===== src/rtl/lag_pkg.sv =====
// Shared constants, FSM state type and result-limiting helper for lag_remover.
// Optional feature macro: LAG_REMOVER_SAT_EN. When it is defined, results
// saturate to the signed 32-bit range. When it is not defined, results wrap.
package lag_pkg;

  localparam int SAMPLE_W = 32;
  localparam int COEF_W   = 16;
  localparam int FRAC_W   = 14;
  localparam int ACC_W    = 50;
  localparam int PROD_W   = SAMPLE_W + COEF_W;
  localparam int RES_W    = ACC_W - FRAC_W;

  localparam logic signed [ACC_W-1:0] ROUND_BIAS = ACC_W'(1) << (FRAC_W - 1);

  typedef enum logic [2:0] {
    IDLE = 3'd0,
    MAC1 = 3'd1,
    MAC2 = 3'd2,
    MAC3 = 3'd3,
    OUT  = 3'd4
  } state_e;

  // Converts the Q.14 accumulator to a 32-bit sample, rounding half up.
  function automatic logic signed [SAMPLE_W-1:0] round_limit(
    input logic signed [ACC_W-1:0] acc
  );
    logic signed [ACC_W-1:0] biased;
    logic signed [RES_W-1:0] shifted;
    logic signed [SAMPLE_W-1:0] res;
    biased  = acc + ROUND_BIAS;
    shifted = RES_W'(biased >>> FRAC_W);
`ifdef LAG_REMOVER_SAT_EN
    // The value fits when all bits above the 32-bit sign bit match it.
    if ((&shifted[RES_W-1:SAMPLE_W-1]) || !(|shifted[RES_W-1:SAMPLE_W-1])) begin
      res = SAMPLE_W'(shifted);
    end else if (shifted[RES_W-1]) begin
      res = {1'b1, {(SAMPLE_W-1){1'b0}}};
    end else begin
      res = {1'b0, {(SAMPLE_W-1){1'b1}}};
    end
`else
    res = SAMPLE_W'(shifted);
`endif
    return res;
  endfunction

endpackage


===== src/rtl/lag_mac.sv =====
// Registered multiply-subtract: acc <= acc - sample*coef, or a fresh load.
module lag_mac
  import lag_pkg::*;
(
  input  logic                       clk_samplying,
  input  logic                       rst,
  input  logic                       load_i,
  input  logic signed [ACC_W-1:0]    load_val_i,
  input  logic                       sub_en_i,
  input  logic signed [SAMPLE_W-1:0] sample_i,
  input  logic signed [COEF_W-1:0]   coef_i,
  output logic signed [ACC_W-1:0]    acc_o
);

  logic signed [ACC_W-1:0]  acc_q, acc_d;
  logic signed [PROD_W-1:0] prod;

  // Next accumulator value: load wins over subtract, otherwise hold.
  always_comb begin
    // NOTE: every variable in a combinational block gets a default first so no latch is inferred.
    prod  = sample_i * coef_i;
    acc_d = acc_q;
    if (load_i) begin
      acc_d = load_val_i;
    end else if (sub_en_i) begin
      acc_d = acc_q - ACC_W'(prod);
    end
  end

  // Accumulator register with synchronous clear.
  always_ff @(posedge clk_samplying) begin
    // NOTE: sequential state uses non-blocking assignments so all registers update together.
    if (rst) acc_q <= '0;
    else     acc_q <= acc_d;
  end

  assign acc_o = acc_q;

endmodule


===== src/rtl/lag_remover.sv =====
// lag_remover: inverts a 4-tap lag filter,
//   x[n] = y[n] - c1*x[n-1] - c2*x[n-2] - c3*x[n-3]
// This is one sample per five cycles through IDLE -> MAC1 -> MAC2 -> MAC3 -> OUT.
// Optional feature macro: LAG_REMOVER_SAT_EN. Define it to saturate results
// instead of wrapping them.
module lag_remover
  import lag_pkg::*;
(
  input  logic                       clk_samplying,
  input  logic                       rst,
  input  logic                       in_valid,
  output logic                       in_ready,
  input  logic signed [SAMPLE_W-1:0] signal_lag,
  input  logic                       coef_load,
  input  logic signed [COEF_W-1:0]   coef_1,
  input  logic signed [COEF_W-1:0]   coef_2,
  input  logic signed [COEF_W-1:0]   coef_3,
  output logic signed [SAMPLE_W-1:0] signal_rec,
  output logic                       out_valid
);

  state_e state_q, state_d;

  logic signed [COEF_W-1:0]   coef1_q, coef2_q, coef3_q;
  logic signed [SAMPLE_W-1:0] x1_q, x2_q, x3_q;
  logic signed [SAMPLE_W-1:0] rec_q;
  logic                       out_valid_q;

  logic                       accept;
  logic                       mac_sub;
  logic signed [SAMPLE_W-1:0] mac_sample;
  logic signed [COEF_W-1:0]   mac_coef;
  logic signed [ACC_W-1:0]    load_val;
  logic signed [ACC_W-1:0]    acc;
  logic signed [SAMPLE_W-1:0] result;

  assign accept   = in_valid & in_ready;
  assign load_val = {{(ACC_W-SAMPLE_W-FRAC_W){signal_lag[SAMPLE_W-1]}},
                     signal_lag, {FRAC_W{1'b0}}};
  assign result   = round_limit(acc);

  // FSM state register.
  always_ff @(posedge clk_samplying) begin
    if (rst) state_q <= IDLE;
    else     state_q <= state_d;
  end

  // FSM next state: only IDLE waits for input, the rest advance every cycle.
  always_comb begin
    state_d = state_q;
    unique case (state_q)
      IDLE:    if (accept) state_d = MAC1;
      MAC1:    state_d = MAC2;
      MAC2:    state_d = MAC3;
      MAC3:    state_d = OUT;
      OUT:     state_d = IDLE;
      default: state_d = IDLE;
    endcase
  end

  // FSM outputs: handshake and MAC operand selection per tap.
  always_comb begin
    in_ready   = 1'b0;
    mac_sub    = 1'b0;
    mac_sample = '0;
    mac_coef   = '0;
    unique case (state_q)
      IDLE: in_ready = 1'b1;
      MAC1: begin mac_sub = 1'b1; mac_sample = x1_q; mac_coef = coef1_q; end
      MAC2: begin mac_sub = 1'b1; mac_sample = x2_q; mac_coef = coef2_q; end
      MAC3: begin mac_sub = 1'b1; mac_sample = x3_q; mac_coef = coef3_q; end
      default: ;
    endcase
  end

  lag_mac u_mac (
    .clk_samplying (clk_samplying),
    .rst           (rst),
    .load_i        (accept),
    .load_val_i    (load_val),
    .sub_en_i      (mac_sub),
    .sample_i      (mac_sample),
    .coef_i        (mac_coef),
    .acc_o         (acc)
  );

  // Coefficients change only between samples, so a sample in flight always uses one consistent set.
  always_ff @(posedge clk_samplying) begin
    if (rst) begin
      coef1_q <= '0;
      coef2_q <= '0;
      coef3_q <= '0;
    end else if (coef_load && state_q == IDLE) begin
      coef1_q <= coef_1;
      coef2_q <= coef_2;
      coef3_q <= coef_3;
    end
  end

  // Publish the result and shift the history on OUT.
  always_ff @(posedge clk_samplying) begin
    if (rst) begin
      x1_q        <= '0;
      x2_q        <= '0;
      x3_q        <= '0;
      rec_q       <= '0;
      out_valid_q <= 1'b0;
    end else begin
      out_valid_q <= (state_q == OUT);
      if (state_q == OUT) begin
        rec_q <= result;
        x3_q  <= x2_q;
        x2_q  <= x1_q;
        x1_q  <= result;
      end
    end
  end

  assign signal_rec = rec_q;
  assign out_valid  = out_valid_q;

endmodule


===== config.mk =====
export PLATFORM = sky130hd
export DESIGN_NAME = lag_remover
export DESIGN_NICKNAME = d
export VERILOG_FILES = /design/src/rtl/lag_pkg.sv /design/src/rtl/lag_mac.sv /design/src/rtl/lag_remover.sv
export SDC_FILE = /design/constraint.sdc
export NUM_CORES = 2
export LEC_CHECK = 0
export ABC_AREA = 1
export BUFFER_PORTS_ARGS = -buffer_cell sky130_fd_sc_hd__buf_2
export CORE_AREA = 5 5 222 224
export DETAILED_ROUTE_END_ITERATION = 10
export DIE_AREA = 0 0 227 229
export PLACE_DENSITY = 0.78
export SLEW_MARGIN = 25
export SYNTH_ARGS = -nofsm -noshare
export SYNTH_HDL_FRONTEND = slang
export SYNTH_SLANG_ARGS = --single-unit
export TNS_END_PERCENT = 30

===== constraint.sdc =====
create_clock -name clk_samplying -period 7.22 [get_ports clk_samplying]
set_clock_uncertainty 0.15 [all_clocks]
set_input_delay 1.805 -clock clk_samplying [delete_from_list [all_inputs] [get_ports clk_samplying]]
set_output_delay 1.805 -clock clk_samplying [all_outputs]
set_load 0.01 [all_outputs]

==> metrics.md <==
| Metric | Value |
|---|---|
| Final antenna-violating net count | `0` |
| FMAX | `0.142 GHz` |
| FF-to-FF End | `u_mac.acc_o[34]` |
| Maxcap violations | `0` |
| Worst rel slew slack | `34.4%` |
| IO buf count | `117` |
| Placement row count | `80` |
| Wire length on met3 | `7850 µm` |
| P_leak | `16.1 nW` |
| Async SR Flop Fraction | `0%` |
| Hold depth | `1` |
| Die width | `227 µm` |
| Vias in the first global route | `24,500` |
| Vias/cell | `5.43` |
| Slowest cell on crit path | `fa_1` |
| Worst min-delay path category | `register to register` |
| Core Region | `0.0471 mm²` |
| Synth cell types | `47` |
| R2r setup slk | `0.18 ns` |
| TritonCTS Buffers | `17` |
| Tcrit/Tclk final | `97.4%` |
| DRT Wirelength | `80,200 µm` |
| Crit end category | `register` |
| Synthesis warning total | `0` |
| Avg Inst Size Synth | `7.57 µm²` |
| GRT Overall Usage | `30.6%` |
| Via count | `24,400` |
| CTS root buf | `clkbuf_16` |
| Reg area | `0.00389 mm²` |
| CP Data Arrival Time | `7.26 ns` |
| DR pass1 iterations | `8` |
| Mapped Area | `0.0284 mm²` |
| Crit-path most repeated cell | `fa_1` |
| Hold Path Sink | `u_mac.acc_o[0]` |
| Yosys top cell area share | `36.7%` |
| Area grow syn2layout | `11.7%` |
| Min setup slack post-route | `0.184 ns` |
| Start point of the worst min-delay path | `u_mac.acc_o[0]` |
| Fin Setup TNS | `0 ns` |
| Die ar. | `0.0520 mm²` |
| Endpoints failing setup | `0` |
| Share of cells above drive strength 1 | `10.5%` |
| GRT Residual Overflow | `0` |
| Placement Setup Slack | `-0.214 ns` |
| Highest routed layer | `met4` |
| Placed insts | `4,433` |
| Largest net degree at the start of global routing | `103` |
| CP max FO | `15` |
| TritonCTS clock tree | `built` |
| Final Max Slew Viols | `0` |
| Required time worst endpoint | `7.45 ns` |
| # IOs | `118` |
| Reg clk slew, reported paths | `0.08 ns` |
| Mapped Cells | `3,753` |
| R2r worst-path depth | `31` |
| Worst R2R Start | `state_q[0]` |
| CTS max path bufs | `2` |
| Final net count | `4,595` |
| Starting Density | `60.2%` |
| Syn nets | `4,479` |
| Register area share after synthesis | `13.7%` |
| Actual slew at the worst max-slew pin | `0.983 ns` |
| Top cell type by total area after synthesis | `fa_1` |
| DRC errors left | `0` |
| WL met2 | `37,100 µm` |
| Hold_ws | `0.308 ns` |
| Area contributors post-synth | `fa_1, dfxtp_1, inv_1` |
| Post-DP HPWL | `63,000 µm` |
| #FFs+latches synth | `194` |
| Crit path launch type | `register` |
| CP Class | `register to register` |
| Final core occ | `67.3%` |
| Post-synth EDFFs | `0` |
| Clk Latency, worst-skew pair | `0.46 ns` |
| Initial antenna violation count | `0` |
| Finished Layout Cells | `4,497` |
| Max incr delay on CP | `0.56 ns` |
| # diodes | `0` |
| First-pass GRT wire length | `127,000 µm` |
| Total clock sinks | `194` |
| Initial DRC Count | `2,409` |
| RD Place Congestion | `1.02` |
| Final Hold Fails | `0` |
| Fill cells | `3,860` |
| VDD IR max | `0.219 mV` |
| Power per cell area | `179 mW/mm²` |
| Die H | `229 µm` |
| Drt wl/cell | `17.8 µm` |
| Multi-input logic area | `0.0206 mm²` |
| Final min period | `7.04 ns` |
| H-tree depth | `4` |
| CTS Hold Bufs | `0` |
| Met1 WL | `32,900 µm` |
| Outcome | `finished, final reports clean` |
| Post-synth top flop | `dfxtp_1` |
-- cell usage in the layout (no fill, tap or decap), types with 83 or more instances in the layout --
cell type,instances
a21oi_1,195
buf_2,117
buf_4,101
dfxtp_1,191
fa_1,518
ha_1,114
inv_1,981
nand2_1,818
nand3_1,83
nor2_1,213
o21ai_0,196
-- timing repair --
action	4_1_cts	5_1_grt
setup buffers	0	28
gates cloned	0	4
setup endpoints to repair	8	29
pin swaps	0	13
resized for setup	14	85
-- Yosys cell counts, types with 4 or more instances --
master / n
nor2_1: 225
inv_1: 984
a21o_1: 9
inv_2: 6
buf_2: 56
xnor2_1: 15
o21ai_0: 205
nor2_2: 5
o211ai_1: 13
fa_1: 520
nand2_2: 6
o21bai_1: 9
xor2_1: 41
o211ai_2: 13
nand2_1: 824
nand3_1: 84
a31oi_1: 18
o21ai_1: 7
o221ai_1: 14
nor4_1: 11
nand4_1: 12
clkbuf_1: 96
buf_1: 4
ha_1: 122
or2_2: 6
nor3_1: 17
dfxtp_1: 194
a21oi_1: 208
-- critical path: cells and delay by family (launching register included) --
family | cells | cell delay, ns
flops | 1 | 0.42
compound gates | 5 | 0.82
simple gates | 10 | 1.06
fa+ha+maj | 7 | 3.45
buf+inv | 9 | 1.05
-- cells by family (layout without fill, tap and decap cells) --
group | after synthesis | after routing | share of synthesized area [%]
compound gates | 510 | 510 | 10.1
fa+ha+maj | 642 | 642 | 42.0
simple gates | 1202 | 1202 | 17.0
xor+xnor | 56 | 56 | 1.73
flops | 194 | 194 | 13.7
buf+inv | 1149 | 1278 | 15.5
-- state kept, by name (all words and copies together), names as in the netlist --
signal,flops
coef1_q,16
state_q,3
signal_rec,32
coef3_q,16
x2_q,32
u_mac.acc_o,46
out_valid,1
x3_q,32
coef2_q,16
-- power by group --
part / internal [mW] / leakage, nW / total (mW) / switching, mW
Clock: 0.481 / 0.294 / 0.959 / 0.479
Sequential: 1.17 / 1.58 / 1.34 / 0.167
Combinational: 1.20 / 14.2 / 3.37 / 2.17
-- layout make-up --
cell class | count | share of cell area, %
inverter | 990 | 11.8
multi-input combinational | 2410 | 65.1
timing repair buffer | 256 | 6.62
tap | 615 | 2.43
clock inverter | 13 | 0.426
sequential | 194 | 12.3
clock buffer | 19 | 1.43
-- metrics by stage --
| stage | instance area [µm²] | total power, mW |
|---|---|---|
| after floorplan | 28400 | 3.43 |
| after global placement | 30300 | 4.41 |
| after detailed placement | 30300 | 4.41 |
| after CTS | 31000 | 5.39 |
| after global routing | 31700 | 6.07 |
| final | 31700 | 5.67 |
-- layer usage --
| layer | vias to the layer above | global-route usage, % |
|---|---|---|
| li1 | 11300 | - |
| met1 | 11900 | 44.3 |
| met2 | 1099 | 49.0 |
| met3 | 134 | 4.28 |
| met4 | 0 | 7.70 |
| met5 | - | 0 |
-- worst max path at each step --
stage,cells past startpoint,slack [ns],from,end
5_1_grt,32,-0.05,state_q[0],u_mac.acc_o[34]
3_5_place_dp,23,-0.21,state_q[0],u_mac.acc_o[40]
4_1_cts,24,0.004,state_q[0],u_mac.acc_o[17]
3_3_place_gp,26,-0.27,state_q[1],u_mac.acc_o[40]
2_1_floorplan,26,0.61,state_q[1],u_mac.acc_o[42]
6_report,31,0.18,state_q[0],u_mac.acc_o[34]
(Power assumes the default switching activity.)
